[src/rtl/labs_pkg.sv]
// labs_pkg: shared types and helpers for the LABS search workers.
// State encoding, popcount and the worst-case sidelobe energy bound.
package labs_pkg;

  typedef enum logic [2:0] {
    IDLE,
    LOAD,
    ACC,
    CMP,
    DONE
  } state_t;

  function automatic int popcount(input logic [31:0] v);
    int n;
    n = 0;
    for (int i = 0; i < 32; i++) begin
      n += int'(v[i]);
    end
    return n;
  endfunction

  // Energy of the all-equal sequence: sum of (N-k)^2 for k = 1..N-1
  function automatic longint max_energy(input int n);
    return longint'(n - 1) * longint'(n) * longint'(2 * n - 1) / 6;
  endfunction

endpackage

[src/rtl/labs_autocorr.sv]
// labs_autocorr: aperiodic autocorrelation C_k of one sequence at lag k.
// Bit value 1 maps to +1, 0 maps to -1.
module labs_autocorr
  import labs_pkg::*;
#(
  parameter int SEQ_WIDTH = 8,
  parameter int KW        = $clog2(SEQ_WIDTH),
  parameter int CW        = KW + 1
) (
  input  logic [SEQ_WIDTH-1:0] seq,
  input  logic [KW-1:0]        k,
  output logic signed [CW-1:0] c
);

  logic [SEQ_WIDTH-1:0] diff;
  int                   ones;

  // Pair bit i with bit i+k; the shifted mask keeps only N-k pairs
  always_comb begin
    diff = (seq ^ (seq >> k)) & ({SEQ_WIDTH{1'b1}} >> k);
    ones = popcount(32'(diff));
    c    = CW'(SEQ_WIDTH - int'(k) - 2 * ones);
  end

endmodule

[src/rtl/labs_search_unit.sv]
// labs_search_unit: one LABS search worker; serial sidelobe energy
// over a strided slice of the half search space, tracking the best.
module labs_search_unit
  import labs_pkg::*;
#(
  parameter int SEQ_WIDTH      = 8,
  parameter int E_WIDTH        = 16,
  parameter int PARALLEL_UNITS = 4,
  parameter int UNIT_ID        = 0
) (
  input  logic                 wb_clk_i,
  input  logic                 wb_rst_ni,
  input  logic                 i_rst,
  output logic [SEQ_WIDTH-1:0] o_seq,
  output logic [E_WIDTH-1:0]   o_e,
  output logic                 o_done
);

  localparam int KW   = $clog2(SEQ_WIDTH);
  localparam int CW   = KW + 1;
  localparam int SQW  = 2 * KW;
  localparam int SW   = ((E_WIDTH > SQW) ? E_WIDTH : SQW) + 1;
  localparam int HALF = 2 ** (SEQ_WIDTH - 1);
  localparam int CNT  = (PARALLEL_UNITS > HALF) ? 1 : HALF / PARALLEL_UNITS;

  localparam logic [SEQ_WIDTH-1:0] FIRST = SEQ_WIDTH'(UNIT_ID);
  localparam logic [SEQ_WIDTH-1:0] LAST  =
    SEQ_WIDTH'(UNIT_ID + (CNT - 1) * PARALLEL_UNITS);
  localparam logic [SEQ_WIDTH-1:0] STEP  = SEQ_WIDTH'(PARALLEL_UNITS);
  localparam logic [KW-1:0]        KLAST = KW'(SEQ_WIDTH - 1);
  localparam logic [SW-1:0]        ESAT  = SW'({E_WIDTH{1'b1}});

  if (max_energy(SEQ_WIDTH) > longint'(ESAT)) begin : g_ewidth_chk
    $error("E_WIDTH cannot hold the worst-case energy");
  end

  state_t                state;
  logic [SEQ_WIDTH-1:0]  cand;
  logic [SEQ_WIDTH-1:0]  work;
  logic [KW-1:0]         k;
  logic [E_WIDTH-1:0]    acc;
  logic signed [CW-1:0]  c;
  logic [KW-1:0]         mag;
  logic [SQW-1:0]        sq;
  logic [SW-1:0]         sum;
  logic [E_WIDTH-1:0]    acc_next;

  labs_autocorr #(
    .SEQ_WIDTH(SEQ_WIDTH),
    .KW       (KW),
    .CW       (CW)
  ) u_autocorr (
    .seq(work),
    .k  (k),
    .c  (c)
  );

  // |C_k| <= N-1 fits KW bits, so the square fits 2*KW bits
  always_comb begin
    mag      = KW'(c[CW-1] ? -c : c);
    sq       = SQW'(mag) * SQW'(mag);
    sum      = SW'(acc) + SW'(sq);
    acc_next = (sum > ESAT) ? {E_WIDTH{1'b1}} : sum[E_WIDTH-1:0];
  end

  always_ff @(posedge wb_clk_i or negedge wb_rst_ni) begin
    if (!wb_rst_ni) begin
      state  <= IDLE;
      cand   <= FIRST;
      work   <= '0;
      k      <= '0;
      acc    <= '0;
      o_seq  <= '0;
      o_e    <= '1;
      o_done <= 1'b0;
    end else if (i_rst) begin
      state  <= IDLE;
      cand   <= FIRST;
      work   <= '0;
      k      <= '0;
      acc    <= '0;
      o_seq  <= '0;
      o_e    <= '1;
      o_done <= 1'b0;
    end else begin
      unique case (state)
        IDLE: state <= LOAD;
        LOAD: begin
          work  <= cand;
          acc   <= '0;
          k     <= KW'(1);
          state <= ACC;
        end
        ACC: begin
          acc <= acc_next;
          k   <= k + KW'(1);
          if (k == KLAST) state <= CMP;
        end
        CMP: begin
          if (acc < o_e) begin
            o_seq <= cand;
            o_e   <= acc;
          end
          if (cand == LAST) begin
            state  <= DONE;
            o_done <= 1'b1;
          end else begin
            cand  <= cand + STEP;
            state <= LOAD;
          end
        end
        DONE: o_done <= 1'b1;
        default: state <= IDLE;
      endcase
    end
  end

endmodule
[config.mk]
export PLATFORM = sky130hd
export DESIGN_NAME = labs_search_unit
export DESIGN_NICKNAME = d
export VERILOG_FILES = /design/src/rtl/labs_pkg.sv /design/src/rtl/labs_autocorr.sv /design/src/rtl/labs_search_unit.sv
export SDC_FILE = /design/constraint.sdc
export NUM_CORES = 1
export LEC_CHECK = 0
export BUFFER_PORTS_ARGS = -buffer_cell sky130_fd_sc_hd__clkbuf_2
export CORE_ASPECT_RATIO = 0.9
export CORE_MARGIN = 8
export CORE_UTILIZATION = 40
export DETAILED_ROUTE_END_ITERATION = 10
export GPL_TIMING_DRIVEN = 0
export SLEW_MARGIN = 0
export SYNTH_ARGS = -nofsm -noshare
export SYNTH_HDL_FRONTEND = slang
export SYNTH_SLANG_ARGS = --single-unit
export TNS_END_PERCENT = 5
[constraint.sdc]
create_clock -name wb_clk_i -period 12.25 [get_ports wb_clk_i]
set_input_delay 2.45 -clock wb_clk_i [delete_from_list [all_inputs] [get_ports wb_clk_i]]
set_output_delay 2.45 -clock wb_clk_i [all_outputs]
set_load 0.01 [all_outputs]
==> metrics.md, run 1 <==
| Metric | Value |
|---|---|
| Power per cell area | `146 nW/µm²` |
| Clock Latency Late Sink | `0.33 ns` |
| Post-cts resize count | `0` |
| FILL cells | `952` |
| Final setup viols | `0` |
| Cell with the most instances after synthesis | `nor2_1` |
| Synth Warn # | `0` |
| Worst setup SP type | `register` |
| Cts hold-fix bufs | `0` |
| Clock-pin slew on the worst setup and hold paths | `0.05 ns` |
| Die W | `123 µm` |
| Global-route wire length before repair | `15700 µm` |
| Pin count of the biggest net entering global routing | `60` |
| Hold EP | `o_e[11]` |
| Total vias in the final route | `3153` |
| Most frequent cells after synthesis | `nor2_1, dfrtp_1, ha_1, mux2i_1, inv_1` |
| Post-synthesis mux area share | `9.15%` |
| Num CTS Buffers | `9` |
| Placed insts | `588` |
| Register area share after synthesis | `36.6%` |
| CP required | `12.50 ns` |
| IO Port Bufs | `27` |
| Max IR drop VDD | `106 µV` |
| DIE AREA | `13700 µm²` |
| Vias in the first global route | `3139` |
| # Post-CTS Setup Buffers | `0` |
| Starting Density | `40.4%` |
| Via density per instance | `5.22` |
| HP Start | `o_e[11]` |
| RR Startpoint | `k[0]` |
| Core box area | `10100 µm²` |
| Area growth, synth to finish | `15.7%` |
| Cell taking the most area after synthesis | `dfrtp_1` |
| Worst slew pin tran | `0.840 ns` |
| Grt total ovfl | `0` |
| Row count | `35` |
| Top post-synthesis cells by area | `dfrtp_1, ha_1, dfstp_2, mux2i_1, nor2_1` |
| Compound-gate portion of the synthesized area | `13.6%` |
| Crit Path Class | `reg -> reg` |
| Post-Syn Nets | `477` |
| Initial antenna violation count | `0` |
| Crit-path max FO | `8` |
| Clock Tree Buf Depth | `2` |
| Synthesized netlist cell count | `432` |
| Hold path cells | `2` |
| Post-layout nets | `515` |
| Final cell count without fillers | `604` |
| DRT iter0 DRCs | `192` |
| Root buffer cell | `clkbuf_16` |
| CTS tree | `yes` |
| Critical path endpoint category | `register` |
| Synth unique cells | `57` |
| Status | `finished, final reports clean` |
| Clock sink total | `59` |
| Worst r2r path cells | `28` |
| RSZ-0062 raised after global routing | `false` |
| Post-Route WL | `9050 µm` |
| Hpwl dp | `6600 µm` |
| Post-synthesis xor/xnor area fraction | `4.07%` |
| Worst Path Arrival | `7.71 ns` |
| Hold Path Class | `reg -> reg` |
| Flops & latches, synth | `59` |
| Hold slack | `0.517 ns` |
| Detail Route Antenna Nets | `0` |
| Critical R2R Capture | `acc[14]` |
| Layout cell share with drive strength beyond 1 | `15.4%` |
| Adder-cell area share of the yosys netlist | `13.8%` |
| Die Y | `112 µm` |
| Cell area after synthesis | `4090 µm²` |
| LEAKAGE | `2.32 nW` |
| Number of synthesized flops with an enable pin | `0` |
| Dominant synthesized flop cell | `dfrtp_1` |
| # diodes | `0` |
| Worst R2R Setup Slack | `4.79 ns` |
| Drc violations | `0` |
| Routability cong. | `0.820` |
| Post-Syn Area per Cell | `9.46 µm²` |
| TNS Setup | `0 ns` |
| Pre-antenna DRT Iters | `4` |
| Post-synth top area share | `26.3%` |
| CP max stage delay | `0.54 ns` |
| Largest family of logic cells by synthesized area | `simple AND/OR/NAND/NOR gates` |
| Synth Area in Simple Gates | `17.1%` |
| Max_cap viols | `0` |
| Minimum clock period | `7.46 ns` |
| CP dominant cell by count | `fa_1` |
| Async SR Flop Fraction | `100%` |
| Final Skew | `0.00512 ns` |
| Fin. max-slew vios | `0` |
| Tcrit/Tclk final | `60.9%` |
| Final hold violation count | `0` |
| Fmax | `134 MHz` |
| Total track usage | `14.3%` |
| Slowest cell on crit path | `fa_1` |
| Rel. slew slack | `44.0%` |
| Utilization after layout | `46.8%` |
| # IOs | `28` |
| DR WL/cell | `15.0 µm` |
| H-tree depth | `3` |
==> cell type report <==
type | count | area, µm² | area share (%)
multi-input combinational | 321 | 2360 | 49.8
timing repair buffer | 27 | 138 | 2.91
inverter | 30 | 113 | 2.38
buffer | 22 | 121 | 2.57
tap | 129 | 161 | 3.41
sequential | 59 | 1500 | 31.6
clock buffer | 11 | 243 | 5.13
clock inverter | 5 | 100 | 2.12
==> registers in the layout, summed over array words and instances (netlist names) <==
| signal | count |
|---|---|
| cand | 6 |
| state | 3 |
| o_seq | 7 |
| k | 3 |
| o_done | 1 |
| work | 7 |
| o_e | 16 |
| acc | 16 |
==> per-stage QoR <==
step | instance area, µm² | total power [mW] | setup WS (ns)
finish | 4730 | 0.690 | 4.79
global route | 4730 | 0.731 | 4.25
CTS | 4730 | 0.698 | 4.77
detailed placement | 4390 | 0.403 | 4.82
global placement | 4380 | 0.397 | 4.87
floorplan | 4090 | 0.360 | 5.36
==> per-layer routing <==
layer  GRT usage (%)  routed length (µm)
met4            4.06                 116
met3            4.70                 448
met5               0                   0
met2            22.4                4150
met1            18.3                4340
==> placed cells by master, fill, tap and decap left out, drive strengths merged, types with 2 or more instances in the layout <==
master,count
a21oi,24
clkinv,3
o22ai,2
nand3,4
nand4,8
nor3b,5
dfrtp,43
a221oi,2
nor3,4
nor2,59
and2,2
nand2,25
a22o,4
a211oi,2
fa,5
nand3b,2
bufinv,3
ha,37
dfstp,16
xnor2,10
nor2b,3
xor2,9
clkbuf,52
a31oi,5
o21ai,25
mux2i,34
inv,29
o21a,3
a41oi,2
a21o,6
nand2b,17
and3,3
buf,8
and4,4
==> logic make-up (layout without fill, tap and decap cells) <==
| family | count (synthesis) | after routing |
|---|---|---|
| simple gates | 140 | 140 |
| compound gates | 84 | 84 |
| flops | 59 | 59 |
| buf+inv | 52 | 95 |
| fa+ha+maj | 42 | 42 |
| mux | 36 | 36 |
| xor+xnor | 19 | 19 |
==> worst max path at each step <==
stage,from,endpoint,cells past startpoint
after floorplan,k[0],acc[14],28
after global placement,k[0],acc[14],28
after detailed placement,k[0],acc[14],28
after CTS,k[0],acc[14],28
after global routing,k[1],acc[7],28
final,k[0],acc[14],28
==> where the power goes <==
group          total, mW  internal, mW  switching [mW]
clock              0.292         0.203          0.0883
sequential         0.225         0.213          0.0121
combinational      0.173        0.0722           0.101
total              0.690         0.489           0.201
==> worst max-delay path: cells and delay by family (launching register included) <==
family	cells	cell delay, ns
adders and majority gates	9	3.46
muxes	2	0.46
AOI/OAI and AO/OA	5	1.00
buffers and inverters	5	0.60
DFF	1	0.42
and+or+nand+nor	4	0.93
xor gates and xnor gates	3	0.51
No activity file was read; power rests on OpenSTA's default activity.
==> run 2, diff against run 1 <==
--- a/config.mk
+++ b/config.mk
@@ -5,6 +5,7 @@
 export SDC_FILE = /design/constraint.sdc
 export NUM_CORES = 1
 export LEC_CHECK = 0
+export ABC_AREA = 1
 export BUFFER_PORTS_ARGS = -buffer_cell sky130_fd_sc_hd__clkbuf_2
 export CORE_ASPECT_RATIO = 0.9
 export CORE_MARGIN = 8
==> constraint.sdc (replaced) <==
create_clock -name wb_clk_i -period 6.1 [get_ports wb_clk_i]
set_input_delay 1.22 -clock wb_clk_i [delete_from_list [all_inputs] [get_ports wb_clk_i]]
set_output_delay 1.22 -clock wb_clk_i [all_outputs]
set_load 0.01 [all_outputs]
==> metrics.md, run 2 <==
| Metric | Value |
|---|---|
| Post-Syn Nets | `586` |
| Final Skew | `0.0142 ns` |
| Initial antenna violation count | `0` |
| # IOs | `28` |
| Register area share after synthesis | `36.3%` |
| Drc violations | `0` |
| Worst slew pin tran | `0.835 ns` |
| LEAKAGE | `2.62 nW` |
| CP max stage delay | `0.56 ns` |
| DR WL/cell | `13.9 µm` |
| H-tree depth | `3` |
| # diodes | `0` |
| Hold EP | `o_e[10]` |
| Clock Latency Late Sink | `0.33 ns` |
| Final hold violation count | `0` |
| Placed insts | `697` |
| Vias in the first global route | `3589` |
| Flop pwr share | `26.4%` |
| Routability cong. | `0.850` |
| Tot Pwr | `1.62 mW` |
| Power per cell area | `318 nW/µm²` |
| Top Registers | `acc: 16 flops, o_e: 16 flops` |
| Post-synth top area share | `26.1%` |
| Max_cap viols | `0` |
| Tcrit/Tclk final | `107%` |
| Die Y | `112 µm` |
| NetSw | `0.524 mW` |
| Async SR Flop Fraction | `100%` |
| Flops & latches, synth | `59` |
| Critical R2R Capture | `acc[4]` |
| Synth unique cells | `38` |
| Final cell count without fillers | `731` |
| RSZ-0062 raised after global routing | `true` |
| Clock Tree Buf Depth | `2` |
| Commonest non-fill, non-tap cells in the layout | `nand2_1, inv_1, nand3_1, dfrtp_1, ha_1` |
| Post-Route WL | `10100 µm` |
| Fmax | `153 MHz` |
| Cell with the most instances after synthesis | `nand2_1` |
| CTS tree | `yes` |
| Grt total ovfl | `0` |
| RR Startpoint | `k[0]` |
| Total vias in the final route | `3673` |
| Failing checks | `setup timing` |
| Via density per instance | `5.02` |
| Starting Density | `40.7%` |
| Clock sink total | `59` |
| Total track usage | `15.1%` |
| Clock-pin slew on the worst setup and hold paths | `0.05 ns` |
| Logic gate share of total power | `38.8%` |
| Internal cell power | `1.10 mW` |
| Cell taking the most area after synthesis | `dfrtp_1` |
| Post-layout nets | `642` |
| Most frequent cells after synthesis | `nand2_1, inv_1, nand3_1, dfrtp_1, ha_1` |
| Synth Warn # | `0` |
| Crit-path max FO | `8` |
| Global-route wire length before repair | `17000 µm` |
| Crit Path Class | `reg -> reg` |
| Utilization after layout | `50.6%` |
| Worst R2R Setup Slack | `-0.46 ns` |
| Cell area after synthesis | `4120 µm²` |
| Num CTS Buffers | `9` |
| Pre-antenna DRT Iters | `4` |
| Final setup viols | `16` |
| DRT iter0 DRCs | `144` |
| Max IR drop VDD | `216 µV` |
| Sw Ratio | `32.2%` |
| Top post-synthesis cells by area | `dfrtp_1, nand2_1, ha_1, dfstp_2, inv_1` |
| Slowest cell on crit path | `fa_1` |
| Synthesized netlist cell count | `541` |
| Post-Syn Area per Cell | `7.62 µm²` |
| Root buffer cell | `clkbuf_16` |
| Dominant synthesized flop cell | `dfrtp_1` |
| Worst setup SP type | `register` |
| Number of synthesized flops with an enable pin | `0` |
| PnR worst setup slack | `-0.456 ns` |
| Commonest non-fill, non-tap cell in the layout | `nand2_1` |
| HP Start | `o_e[10]` |
| Area growth, synth to finish | `24.1%` |
| Core box area | `10100 µm²` |
| DIE AREA | `13800 µm²` |
| CP dominant cell by count | `inv_2` |
| Fin. max-slew vios | `0` |
| Pin count of the biggest net entering global routing | `60` |
| CP required | `6.35 ns` |
| Clock share of power | `34.8%` |
| CP top delay family | `adder cells` |
| Hold path cells | `2` |
| Minimum clock period | `6.56 ns` |
| Worst Path Arrival | `6.81 ns` |
| Crit path buf inv count | `8` |
| Row count | `35` |
| Hpwl dp | `7150 µm` |
| Status | `finished, violations left` |
| Worst r2r path cells | `35` |
| Rel. slew slack | `44.3%` |
| Detail Route Antenna Nets | `0` |
| Critical path endpoint category | `register` |
| Hold Path Class | `reg -> reg` |
| IO Port Bufs | `27` |
| Die W | `123 µm` |
| Layout cell share with drive strength beyond 1 | `24.6%` |
[run 2: worst max path at each step]
stage,from,to,slack [ns],depth (start not counted)
after floorplan,k[0],acc[11],0.003,33
after detailed placement,k[0],acc[13],-0.58,33
final,k[0],acc[4],-0.46,35
after CTS,k[0],acc[3],-0.28,33
after global placement,k[0],acc[13],-0.45,33
after global routing,k[0],acc[14],-0.77,34
[run 2: cells by family after synthesis]
family | after synthesis | synth area share [%]
adder cells (fa/ha/maj) | 42 | 13.7
XOR/XNOR | 14 | 2.98
AND/OR/NAND/NOR | 251 | 26.4
AO/OA/AOI/OAI | 78 | 10.7
multiplexers | 1 | 0.273
buffers and inverters | 96 | 9.69
flip-flops | 59 | 36.3
[run 2: repair_timing]
item,4_1_cts,5_1_grt
resized for setup,35,14
buffers inserted,10,5
hold buffers,0,0
setup endpoints to repair,16,16
pin swaps,22,24
gates cloned,3,0
[run 2: cell type report]
cell class / count / area, µm²
inverters: 82 / 315
flip-flops and latches: 59 / 1500
well taps: 129 / 161
repair buffers: 43 / 262
fillers: 935 / 5000
multi-input cells: 388 / 2440
clock buffers: 11 / 253
plain buffers: 14 / 100
clock inverters: 5 / 85.1
[run 2: worst reg2reg max path: cells and delay by family (launching register included)]
kind	cells	cell delay [ns]
simple gates	8	0.60
xor+xnor	2	0.45
compound gates	8	1.08
flops	1	0.48
fa+ha+maj	9	3.22
buf+inv	8	0.63
[run 2: metal layers]
layer / wire (µm) / vias to the layer above / global-route usage, %
met5: 0 / - / 0
met4: 53 / 0 / 3.45
met1: 4990 / 1744 / 20.5
met3: 329 / 4 / 3.91
li1: - / 1868 / -
met2: 4760 / 57 / 23.7
[run 2: power groups by stage]
stage	Clock [mW]	Combinational [mW]	Sequential, mW
floorplan	0	0.306	0.436
global placement	0	0.381	0.433
detailed placement	0	0.390	0.434
CTS	0.576	0.547	0.429
global route	0.594	0.693	0.431
finish	0.565	0.631	0.429
[run 2: stage by stage]
step / hold WS (ns) / worst slack (ns) / TNS [ns] / cell area [µm²]
2_1_floorplan: 0.493 / 0.00305 / 0 / 4170
3_3_place_gp: 0.479 / -0.454 / -6.52 / 4470
3_5_place_dp: 0.486 / -0.585 / -8.51 / 4470
4_1_cts: 0.494 / -0.282 / -3.97 / 5030
5_1_grt: 0.513 / -0.774 / -11.51 / 5110
6_report: 0.488 / -0.456 / -6.34 / 5110
==> run 3, diff against run 2 <==
--- a/config.mk
+++ b/config.mk
@@ -8,7 +8,7 @@
 export ABC_AREA = 1
 export BUFFER_PORTS_ARGS = -buffer_cell sky130_fd_sc_hd__clkbuf_2
 export CORE_ASPECT_RATIO = 0.9
-export CORE_MARGIN = 8
+export CORE_MARGIN = 5
 export CORE_UTILIZATION = 40
 export DETAILED_ROUTE_END_ITERATION = 10
 export GPL_TIMING_DRIVEN = 0
==> constraint.sdc (replaced) <==
create_clock -name wb_clk_i -period 6.83 [get_ports wb_clk_i]
set_input_delay 1.366 -clock wb_clk_i [delete_from_list [all_inputs] [get_ports wb_clk_i]]
set_output_delay 1.366 -clock wb_clk_i [all_outputs]
set_load 0.01 [all_outputs]
==> metrics.md, run 3 (same netlist as run 2, synthesis figures left out) <==
| Metric | Value |
|---|---|
| Status | `finished, final reports clean` |
| Worst slew pin tran | `0.836 ns` |
| Worst setup SP type | `register` |
| Initial antenna violation count | `0` |
| Clock Latency Late Sink | `0.33 ns` |
| Layout cell share with drive strength beyond 1 | `20.5%` |
| Global-route wire length before repair | `16600 µm` |
| Detail Route Antenna Nets | `0` |
| DR WL/cell | `13.6 µm` |
| H-tree depth | `3` |
| FILL cells | `990` |
| Max IR drop VDD | `137 µV` |
| Vias in the first global route | `3532` |
| Clock Tree Buf Depth | `2` |
| Starting Density | `40.6%` |
| Minimum clock period | `6.50 ns` |
| IO Port Bufs | `27` |
| Root buffer cell | `clkbuf_16` |
| Worst Path Arrival | `6.70 ns` |
| RR Startpoint | `k[2]` |
| DIE AREA | `12400 µm²` |
| Fin. max-slew vios | `0` |
| HP Start | `o_e[2]` |
| # diodes | `0` |
| Routability cong. | `0.894` |
| LEAKAGE | `2.57 nW` |
| Via density per instance | `4.98` |
| Hold slack | `0.491 ns` |
| Total track usage | `16.8%` |
| Final cell count without fillers | `724` |
| Post-placement cell area | `4420 µm²` |
| Max_cap viols | `0` |
| Slowest cell on crit path | `fa_1` |
| Hold path cells | `2` |
| Final Skew | `0.0102 ns` |
| Pin count of the biggest net entering global routing | `60` |
| Row count | `35` |
| CP max stage delay | `0.55 ns` |
| CTS tree | `yes` |
| Total vias in the final route | `3609` |
| Placed insts | `697` |
| Grt total ovfl | `0` |
| Post-layout nets | `635` |
| Die Y | `106 µm` |
| Critical path endpoint category | `register` |
| Hold Path Class | `reg -> reg` |
| Commonest non-fill, non-tap cell in the layout | `nand2_1` |
| Tcrit/Tclk final | `95.2%` |
| Num CTS Buffers | `9` |
| Final hold violation count | `0` |
| Fmax | `154 MHz` |
| Clock sink total | `59` |
| CP required | `7.04 ns` |
| Commonest non-fill, non-tap cells in the layout | `nand2_1, inv_1, nand3_1, dfrtp_1, ha_1` |
| Cts hold-fix bufs | `0` |
| Crit-path max FO | `9` |
| Power per cell area | `253 nW/µm²` |
| Critical path origin | `k[2]` |
| Utilization after layout | `48.7%` |
| Final instance area | `4950 µm²` |
| Top Registers | `acc: 16 flops, o_e: 16 flops` |
| Rel. slew slack | `44.2%` |
| Drc violations | `0` |
| Final setup viols | `0` |
| Crit Path Class | `reg -> reg` |
| Hpwl dp | `7050 µm` |
| Pre-antenna DRT Iters | `4` |
| Post-Route WL | `9850 µm` |
| Worst r2r path cells | `32` |
| Core box area | `10200 µm²` |
| TNS Setup | `0 ns` |
| Clock-pin slew on the worst setup and hold paths | `0.06 ns` |
| Die W | `117 µm` |
| Area growth, synth to finish | `20.1%` |
| # IOs | `28` |
| DRT iter0 DRCs | `160` |
run 3: stage by stage:
step,power (mW),worst slack [ns]
after floorplan,0.627,0.472
after global placement,0.691,-0.0787
after detailed placement,0.698,-0.183
after CTS,1.19,0.0122
after global routing,1.33,-0.0244
final,1.25,0.331
run 3: worst max-delay path, delay by kind of cell, from the launching register on:
family | cells | cell delay [ns]
DFF | 1 | 0.38
adders and majority gates | 9 | 3.27
and+or+nand+nor | 6 | 0.59
xor gates and xnor gates | 3 | 0.57
AOI/OAI and AO/OA | 7 | 0.99
buffers and inverters | 7 | 0.54
run 3: final timing paths:
path / to / slack (ns)
worst max-delay path: acc[14] / 0.33
worst min-delay path: o_e[2] / 0.49
worst max register to register: acc[14] / 0.33
worst min register to register: o_e[2] / 0.49
max in group asynchronous: k[1] / 5.10
min in group asynchronous: k[2] / 1.16
run 3: layer usage:
metal | vias up | track usage, % | share of wire (%)
li1 | 1845 | - | -
met1 | 1691 | 23.5 | 49
met2 | 62 | 26.1 | 46
met3 | 11 | 4.21 | 3.9
met4 | 0 | 4.10 | 1.0
met5 | - | 0 | 0
run 3: layout make-up:
type,instances,area [µm²],area share (%)
multi-input cells,387,2350,47.5
flip-flops and latches,59,1500,30.3
inverters,82,315,6.37
clock buffers,9,225,4.55
repair buffers,37,220,4.45
well taps,129,161,3.26
plain buffers,14,100,2.02
clock inverters,7,76.3,1.54
run 3: report_power, final:
part / switching, mW / internal [mW]
registers: 0.0131 / 0.369
clock network: 0.177 / 0.284
logic: 0.224 / 0.185
total: 0.413 / 0.837
run 3: repair_timing:
item	CTS	global route
setup endpoints to repair	16	16
buffers inserted	2	7
pin swaps	3	8
cloned	1	1
resized for setup	17	36
